**src/rtl/md5_core_iter.sv**
```systemverilog
// md5_core_iter: iterative single-block MD5 engine for fixed 8-byte messages.
// A start accepts one 64-bit ASCII candidate. The engine then runs one MD5 step
// per clock for 64 clocks and finalises the digest on the next clock. The result
// is presented in hex-string byte order and is compared against a target digest.
// Padding for the 64-bit message length is hard-wired into the message word mux.
module md5_core_iter (
   input  logic         clk,
   input  logic         reset_n,
   input  logic         in,
   input  logic [63:0]  txt,
   input  logic [127:0] target,
   output logic         ready,
   output logic         valid,
   output logic [127:0] hash,
   output logic         match
);

   localparam logic [1:0] ST_IDLE  = 2'd0;
   localparam logic [1:0] ST_ROUND = 2'd1;
   localparam logic [1:0] ST_FINAL = 2'd2;

   localparam logic [31:0] INIT_A = 32'h67452301;
   localparam logic [31:0] INIT_B = 32'hefcdab89;
   localparam logic [31:0] INIT_C = 32'h98badcfe;
   localparam logic [31:0] INIT_D = 32'h10325476;

   // Per-step additive constants, floor(2^32 * |sin(i+1)|).
   function automatic logic [31:0] k_const(input logic [5:0] i);
      logic [31:0] k;
      case (i)
         6'd0:  k = 32'hd76aa478;  6'd1:  k = 32'he8c7b756;
         6'd2:  k = 32'h242070db;  6'd3:  k = 32'hc1bdceee;
         6'd4:  k = 32'hf57c0faf;  6'd5:  k = 32'h4787c62a;
         6'd6:  k = 32'ha8304613;  6'd7:  k = 32'hfd469501;
         6'd8:  k = 32'h698098d8;  6'd9:  k = 32'h8b44f7af;
         6'd10: k = 32'hffff5bb1;  6'd11: k = 32'h895cd7be;
         6'd12: k = 32'h6b901122;  6'd13: k = 32'hfd987193;
         6'd14: k = 32'ha679438e;  6'd15: k = 32'h49b40821;
         6'd16: k = 32'hf61e2562;  6'd17: k = 32'hc040b340;
         6'd18: k = 32'h265e5a51;  6'd19: k = 32'he9b6c7aa;
         6'd20: k = 32'hd62f105d;  6'd21: k = 32'h02441453;
         6'd22: k = 32'hd8a1e681;  6'd23: k = 32'he7d3fbc8;
         6'd24: k = 32'h21e1cde6;  6'd25: k = 32'hc33707d6;
         6'd26: k = 32'hf4d50d87;  6'd27: k = 32'h455a14ed;
         6'd28: k = 32'ha9e3e905;  6'd29: k = 32'hfcefa3f8;
         6'd30: k = 32'h676f02d9;  6'd31: k = 32'h8d2a4c8a;
         6'd32: k = 32'hfffa3942;  6'd33: k = 32'h8771f681;
         6'd34: k = 32'h6d9d6122;  6'd35: k = 32'hfde5380c;
         6'd36: k = 32'ha4beea44;  6'd37: k = 32'h4bdecfa9;
         6'd38: k = 32'hf6bb4b60;  6'd39: k = 32'hbebfbc70;
         6'd40: k = 32'h289b7ec6;  6'd41: k = 32'heaa127fa;
         6'd42: k = 32'hd4ef3085;  6'd43: k = 32'h04881d05;
         6'd44: k = 32'hd9d4d039;  6'd45: k = 32'he6db99e5;
         6'd46: k = 32'h1fa27cf8;  6'd47: k = 32'hc4ac5665;
         6'd48: k = 32'hf4292244;  6'd49: k = 32'h432aff97;
         6'd50: k = 32'hab9423a7;  6'd51: k = 32'hfc93a039;
         6'd52: k = 32'h655b59c3;  6'd53: k = 32'h8f0ccc92;
         6'd54: k = 32'hffeff47d;  6'd55: k = 32'h85845dd1;
         6'd56: k = 32'h6fa87e4f;  6'd57: k = 32'hfe2ce6e0;
         6'd58: k = 32'ha3014314;  6'd59: k = 32'h4e0811a1;
         6'd60: k = 32'hf7537e82;  6'd61: k = 32'hbd3af235;
         6'd62: k = 32'h2ad7d2bb;  default: k = 32'heb86d391;
      endcase
      return k;
   endfunction

   logic [1:0]   state_q, state_d;
   logic [5:0]   step_q, step_d;
   logic [31:0]  a_q, a_d, b_q, b_d, c_q, c_d, d_q, d_d;
   logic [63:0]  msg_q, msg_d;
   logic [127:0] hash_q, hash_d;
   logic         valid_q, valid_d;
   logic         match_q, match_d;

   logic [31:0]  m0_word, m1_word;
   logic [31:0]  fa, fb, fc, fd;
   logic [127:0] fin_hash;

   logic [31:0]  f_val, m_val, sum_val, rot_val, new_b;
   logic [3:0]   g_idx;
   logic [4:0]   s_amt;

   // Little-endian message words: the first character is the LSB of M0.
   // The final words are emitted least-significant byte first, in order a, b, c, d.
   for (genvar gi = 0; gi < 4; gi++) begin : g_bytes
      assign m0_word[8*gi +: 8]        = msg_q[63-8*gi -: 8];
      assign m1_word[8*gi +: 8]        = msg_q[31-8*gi -: 8];
      assign fin_hash[127-8*gi -: 8]   = fa[8*gi +: 8];
      assign fin_hash[95-8*gi -: 8]    = fb[8*gi +: 8];
      assign fin_hash[63-8*gi -: 8]    = fc[8*gi +: 8];
      assign fin_hash[31-8*gi -: 8]    = fd[8*gi +: 8];
   end

   assign fa = a_q + INIT_A;
   assign fb = b_q + INIT_B;
   assign fc = c_q + INIT_C;
   assign fd = d_q + INIT_D;

   // Round function, message schedule index and rotate amount for the current step.
   always_comb begin
      f_val = 32'h0;
      g_idx = 4'd0;
      case (step_q[5:4])
         2'd0: begin
            f_val = (b_q & c_q) | (~b_q & d_q);
            g_idx = step_q[3:0];
         end
         2'd1: begin
            f_val = (d_q & b_q) | (~d_q & c_q);
            g_idx = step_q[3:0] * 4'd5 + 4'd1;
         end
         2'd2: begin
            f_val = b_q ^ c_q ^ d_q;
            g_idx = step_q[3:0] * 4'd3 + 4'd5;
         end
         default: begin
            f_val = c_q ^ (b_q | ~d_q);
            g_idx = step_q[3:0] * 4'd7;
         end
      endcase

      case ({step_q[5:4], step_q[1:0]})
         4'h0: s_amt = 5'd7;   4'h1: s_amt = 5'd12;
         4'h2: s_amt = 5'd17;  4'h3: s_amt = 5'd22;
         4'h4: s_amt = 5'd5;   4'h5: s_amt = 5'd9;
         4'h6: s_amt = 5'd14;  4'h7: s_amt = 5'd20;
         4'h8: s_amt = 5'd4;   4'h9: s_amt = 5'd11;
         4'ha: s_amt = 5'd16;  4'hb: s_amt = 5'd23;
         4'hc: s_amt = 5'd6;   4'hd: s_amt = 5'd10;
         4'he: s_amt = 5'd15;  default: s_amt = 5'd21;
      endcase

      // Padding is fixed: 0x80 marker after 8 bytes, length 64 bits in M14.
      case (g_idx)
         4'd0:    m_val = m0_word;
         4'd1:    m_val = m1_word;
         4'd2:    m_val = 32'h00000080;
         4'd14:   m_val = 32'h00000040;
         default: m_val = 32'h0;
      endcase

      sum_val = a_q + f_val + k_const(step_q) + m_val;
      // s_amt is never zero, so the right shift stays below 32.
      rot_val = (sum_val << s_amt) | (sum_val >> (6'd32 - {1'b0, s_amt}));
      new_b   = b_q + rot_val;
   end

   // Next-state logic for the IDLE -> ROUND -> FINAL sequence.
   always_comb begin
      state_d = state_q;
      step_d  = step_q;
      a_d     = a_q;
      b_d     = b_q;
      c_d     = c_q;
      d_d     = d_q;
      msg_d   = msg_q;
      hash_d  = hash_q;
      match_d = match_q;
      valid_d = 1'b0;
      case (state_q)
         ST_IDLE: begin
            if (in) begin
               msg_d   = txt;
               a_d     = INIT_A;
               b_d     = INIT_B;
               c_d     = INIT_C;
               d_d     = INIT_D;
               step_d  = 6'd0;
               state_d = ST_ROUND;
            end
         end
         ST_ROUND: begin
            a_d    = d_q;
            d_d    = c_q;
            c_d    = b_q;
            b_d    = new_b;
            step_d = step_q + 6'd1;
            if (step_q == 6'd63) state_d = ST_FINAL;
         end
         ST_FINAL: begin
            hash_d  = fin_hash;
            match_d = (fin_hash == target);
            valid_d = 1'b1;
            state_d = ST_IDLE;
         end
         default: state_d = ST_IDLE;
      endcase
   end

   // State registers; reset aborts any message in flight.
   always_ff @(posedge clk or negedge reset_n) begin
      if (!reset_n) begin
         state_q <= ST_IDLE;
         step_q  <= 6'd0;
         a_q     <= 32'h0;
         b_q     <= 32'h0;
         c_q     <= 32'h0;
         d_q     <= 32'h0;
         msg_q   <= 64'h0;
         hash_q  <= 128'h0;
         valid_q <= 1'b0;
         match_q <= 1'b0;
      end else begin
         state_q <= state_d;
         step_q  <= step_d;
         a_q     <= a_d;
         b_q     <= b_d;
         c_q     <= c_d;
         d_q     <= d_d;
         msg_q   <= msg_d;
         hash_q  <= hash_d;
         valid_q <= valid_d;
         match_q <= match_d;
      end
   end

   assign ready = (state_q == ST_IDLE);
   assign valid = valid_q;
   assign hash  = hash_q;
   assign match = match_q;

endmodule
```
**config.mk**
```make
export PLATFORM = sky130hd
export DESIGN_NAME = md5_core_iter
export DESIGN_NICKNAME = d
export VERILOG_FILES = /design/src/rtl/md5_core_iter.sv
export SDC_FILE = /design/constraint.sdc
export NUM_CORES = 2
export LEC_CHECK = 0
export ABC_AREA = 0
export CAP_MARGIN = 10
export CORE_UTILIZATION = 45
export CTS_CLUSTER_SIZE = 10
export DETAILED_ROUTE_END_ITERATION = 8
export PLACE_DENSITY_LB_ADDON = 0.3
export SYNTH_ARGS = -nofsm -noshare
export SYNTH_HDL_FRONTEND = slang
export SYNTH_SLANG_ARGS = --single-unit
export TNS_END_PERCENT = 50
```
**constraint.sdc**
```tcl
create_clock -name clk -period 29.4 [get_ports clk]
set_clock_uncertainty 0.2 [all_clocks]
set_input_delay 4.41 -clock clk [delete_from_list [all_inputs] [get_ports clk]]
set_output_delay 4.41 -clock clk [all_outputs]
set_load 0.05 [all_outputs]
```
==> flow_summary.json <==
{
  "die_width_um": 263,
  "synth_top_family_by_area": "compound AO/OA/AOI/OAI gates",
  "final_layout_size_suffix_gt1_share_pct": 4.81,
  "overflow": 0,
  "antenna_found_initial": 2,
  "cts_buffers": 41,
  "worstSetupEndpointType": "flop",
  "initial_utilization_pct": 45.6,
  "antenna_left": 0,
  "fp.dieH_um": 263,
  "start_kind": "flop",
  "relSlewSlack_pct": 7.34,
  "cts_num_sinks": 330,
  "ios": 326,
  "cts_setup_buffers": 0,
  "crit_arrival_ns": 12.10,
  "required_ns": 29.68,
  "yosys.area_share.adder_pct": 8.54,
  "rsz0062_at_grt": "false",
  "grt_pass1_wl_um": 192000,
  "setup_tns_ns": 0,
  "synth_top_cell_area_share_pct": 26.9,
  "syn_inst": 4084,
  "synth_cell_types": 102,
  "ys_seq_area_share_pct": 26.9,
  "place.gp.congestion": 1.04,
  "wl_per_cell_um": 25.6,
  "rows": 95,
  "tightest_slew_ns": 1.38,
  "clk_pin_slew_ns": 0.06,
  "syn-cell-area_sq_um": 30700,
  "r2r_cells": 42,
  "cap_violations": 0,
  "dieArea_sq_um": 69300,
  "synthFlopType": "dfrtp_1",
  "finalHoldViolations": 0,
  "grtUsageTotal_pct": 36.5,
  "clk_path_buf_depth": 3,
  "wirelength_um": 130000,
  "finalCritPeriodShare_pct": 40.2,
  "min_period_ns": 11.83,
  "avgSynthCellArea_sq_um": 7.52,
  "min_from": "hash[89]",
  "grt_max_degree": 147,
  "drtIter0Drc": 3818,
  "slowest_delay_ns": 0.52,
  "cpMaxStageDelayCell": "buf_4",
  "r2r_end": "b_q[31]",
  "clk_latency_ns": 0.58,
  "yosys_warnings": 0,
  "nFillCells": 6563,
  "cp_common_cell": "a21oi_1",
  "vias": 31600,
  "synth_xor_area_share_pct": 10.6,
  "finalSetupViolCount": 0,
  "ctsHoldBuffers": 0,
  "yosysTopAreaCell": "dfrtp_1",
  "status": "complete, no violations",
  "fin_nets": 4547,
  "hp-class": "reg2reg",
  "critPathKind": "reg2reg",
  "htree_num_levels": 2,
  "synthTopCellsByArea": "dfrtp_1 (27%), nand2_1 (9.1%), xnor2_1 (6.9%)",
  "root_buffer": "clkbuf_16",
  "synth-compound-area-share_pct": 23.4,
  "drc": 0,
  "async_reset_ff_share_pct": 100,
  "fmax_mhz": 84.5,
  "yosys.area_share.simple_pct": 21.2,
  "maxSlewViolCount": 0,
  "synth_mux_area_share_pct": 3.50,
  "grt_pass1_vias": 29500,
  "crit_start": "step_q[2]",
  "portBuffers": 325,
  "cts_tree": "done",
  "reg2reg_slack_ns": 17.57,
  "syn2layout_area_growth_pct": 15.8,
  "multiInputGateArea_sq_um": 20800,
  "fin_util_pct": 52.8,
  "core_sq_um": 67400,
  "r2r_start": "step_q[2]",
  "regArea_sq_um": 8270,
  "critical_path.max_fanout": 61,
  "diodes": 0,
  "synth_nets": 4448,
  "ys_ff_latch": 330,
  "viasPerCell": 6.22,
  "hpwl_um": 100000,
  "first_pass_iters": 6,
  "holdPathStages": 2,
  "cts.repair.resized": 0,
  "synth_edf_count": 0,
  "holdPathEnd": "hash[89]"
}
==> cell type report <==
cell class | instances | share of cell area [%]
clock buffer | 54 | 3.22
clock inverter | 6 | 0.229
inverter | 137 | 1.44
multi-input combinational | 3287 | 58.3
sequential | 330 | 23.2
tap | 873 | 3.07
timing repair buffer | 386 | 10.5
==> cells in the final DEF, fill, tap and decap left out, types with 68 or more instances in the layout <==
cell type	instances
a21oi_1	316
a31oi_1	69
clkdlybuf4s50_1	324
dfrtp_1	327
fa_1	68
ha_1	101
inv_1	135
nand2_1	748
nand3_1	85
nor2_1	325
nor3_1	78
o21ai_0	419
xnor2_1	238
xor2_1	123
==> layer usage <==
metal  vias up  share of wire, %  global-route usage (%)
li1      14400                 -                       -
met1     15100                40                    47.0
met2      1750                45                    58.3
met3       321               8.5                    5.62
met4         4               6.4                    21.3
met5         -             0.021                       0
==> flip-flops by register name, summed over array words and instances (netlist names), 2 cells and up <==
signal	flops
d_q	32
step_q	6
c_q	32
state_q	2
b_q	32
hash	128
a_q	32
msg_q	64
==> logic make-up (layout without fill, tap and decap cells) <==
logic type,after synthesis,after routing
buffers and inverters,467,583
muxes,86,86
and+or+nand+nor,1482,1482
AOI/OAI and AO/OA,1181,1181
xor gates and xnor gates,369,369
adders and majority gates,169,169
DFF,330,330
==> per-stage QoR <==
stage | hold WS (ns) | area (sq um) | setup slack, ns | std cells
after floorplan | 0.240 | 30700 | 18.72 | 4084
after global placement | 0.260 | 34400 | 17.94 | 5013
after detailed placement | 0.263 | 34400 | 17.79 | 5013
after CTS | 0.277 | 35600 | 17.74 | 5073
after global routing | 0.292 | 35600 | 16.87 | 5073
final | 0.273 | 35600 | 17.57 | 5073
==> worst max path at each step <==
| stage | endpoint | slack [ns] | cells after the start |
|---|---|---|---|
| 6_report | b_q[31] | 17.57 | 42 |
| 2_1_floorplan | b_q[31] | 18.72 | 44 |
| 5_1_grt | b_q[31] | 16.87 | 42 |
| 3_3_place_gp | b_q[31] | 17.94 | 42 |
| 4_1_cts | b_q[31] | 17.74 | 42 |
| 3_5_place_dp | b_q[31] | 17.79 | 43 |
==> Yosys cell counts, types with 31 or more instances <==
master / instances
xnor2_1: 243
a21o_1: 34
ha_1: 101
nor2b_1: 45
nand2_1: 749
inv_1: 135
a31oi_1: 69
o21ai_0: 419
nand3_1: 85
fa_1: 68
a211oi_1: 50
o211ai_1: 37
xor2_1: 124
nor2_1: 325
clkbuf_1: 267
dfrtp_1: 330
nor3_1: 78
nand2b_1: 31
mux2i_1: 59
buf_2: 37
a21oi_1: 316
==> worst max-delay path, delay by kind of cell (launching register included) <==
kind                     cells  cell delay, ns
AO/OA/AOI/OAI               19            3.94
AND/OR/NAND/NOR              5            0.96
multiplexers                 3            1.04
buffers and inverters        5            1.51
flip-flops                   1            0.32
adder cells (fa/ha/maj)      7            2.96
XOR/XNOR                     3            0.71
Power is not shown: default switching activity piles up to over one toggle a cycle in this logic, so the estimate is an artifact.
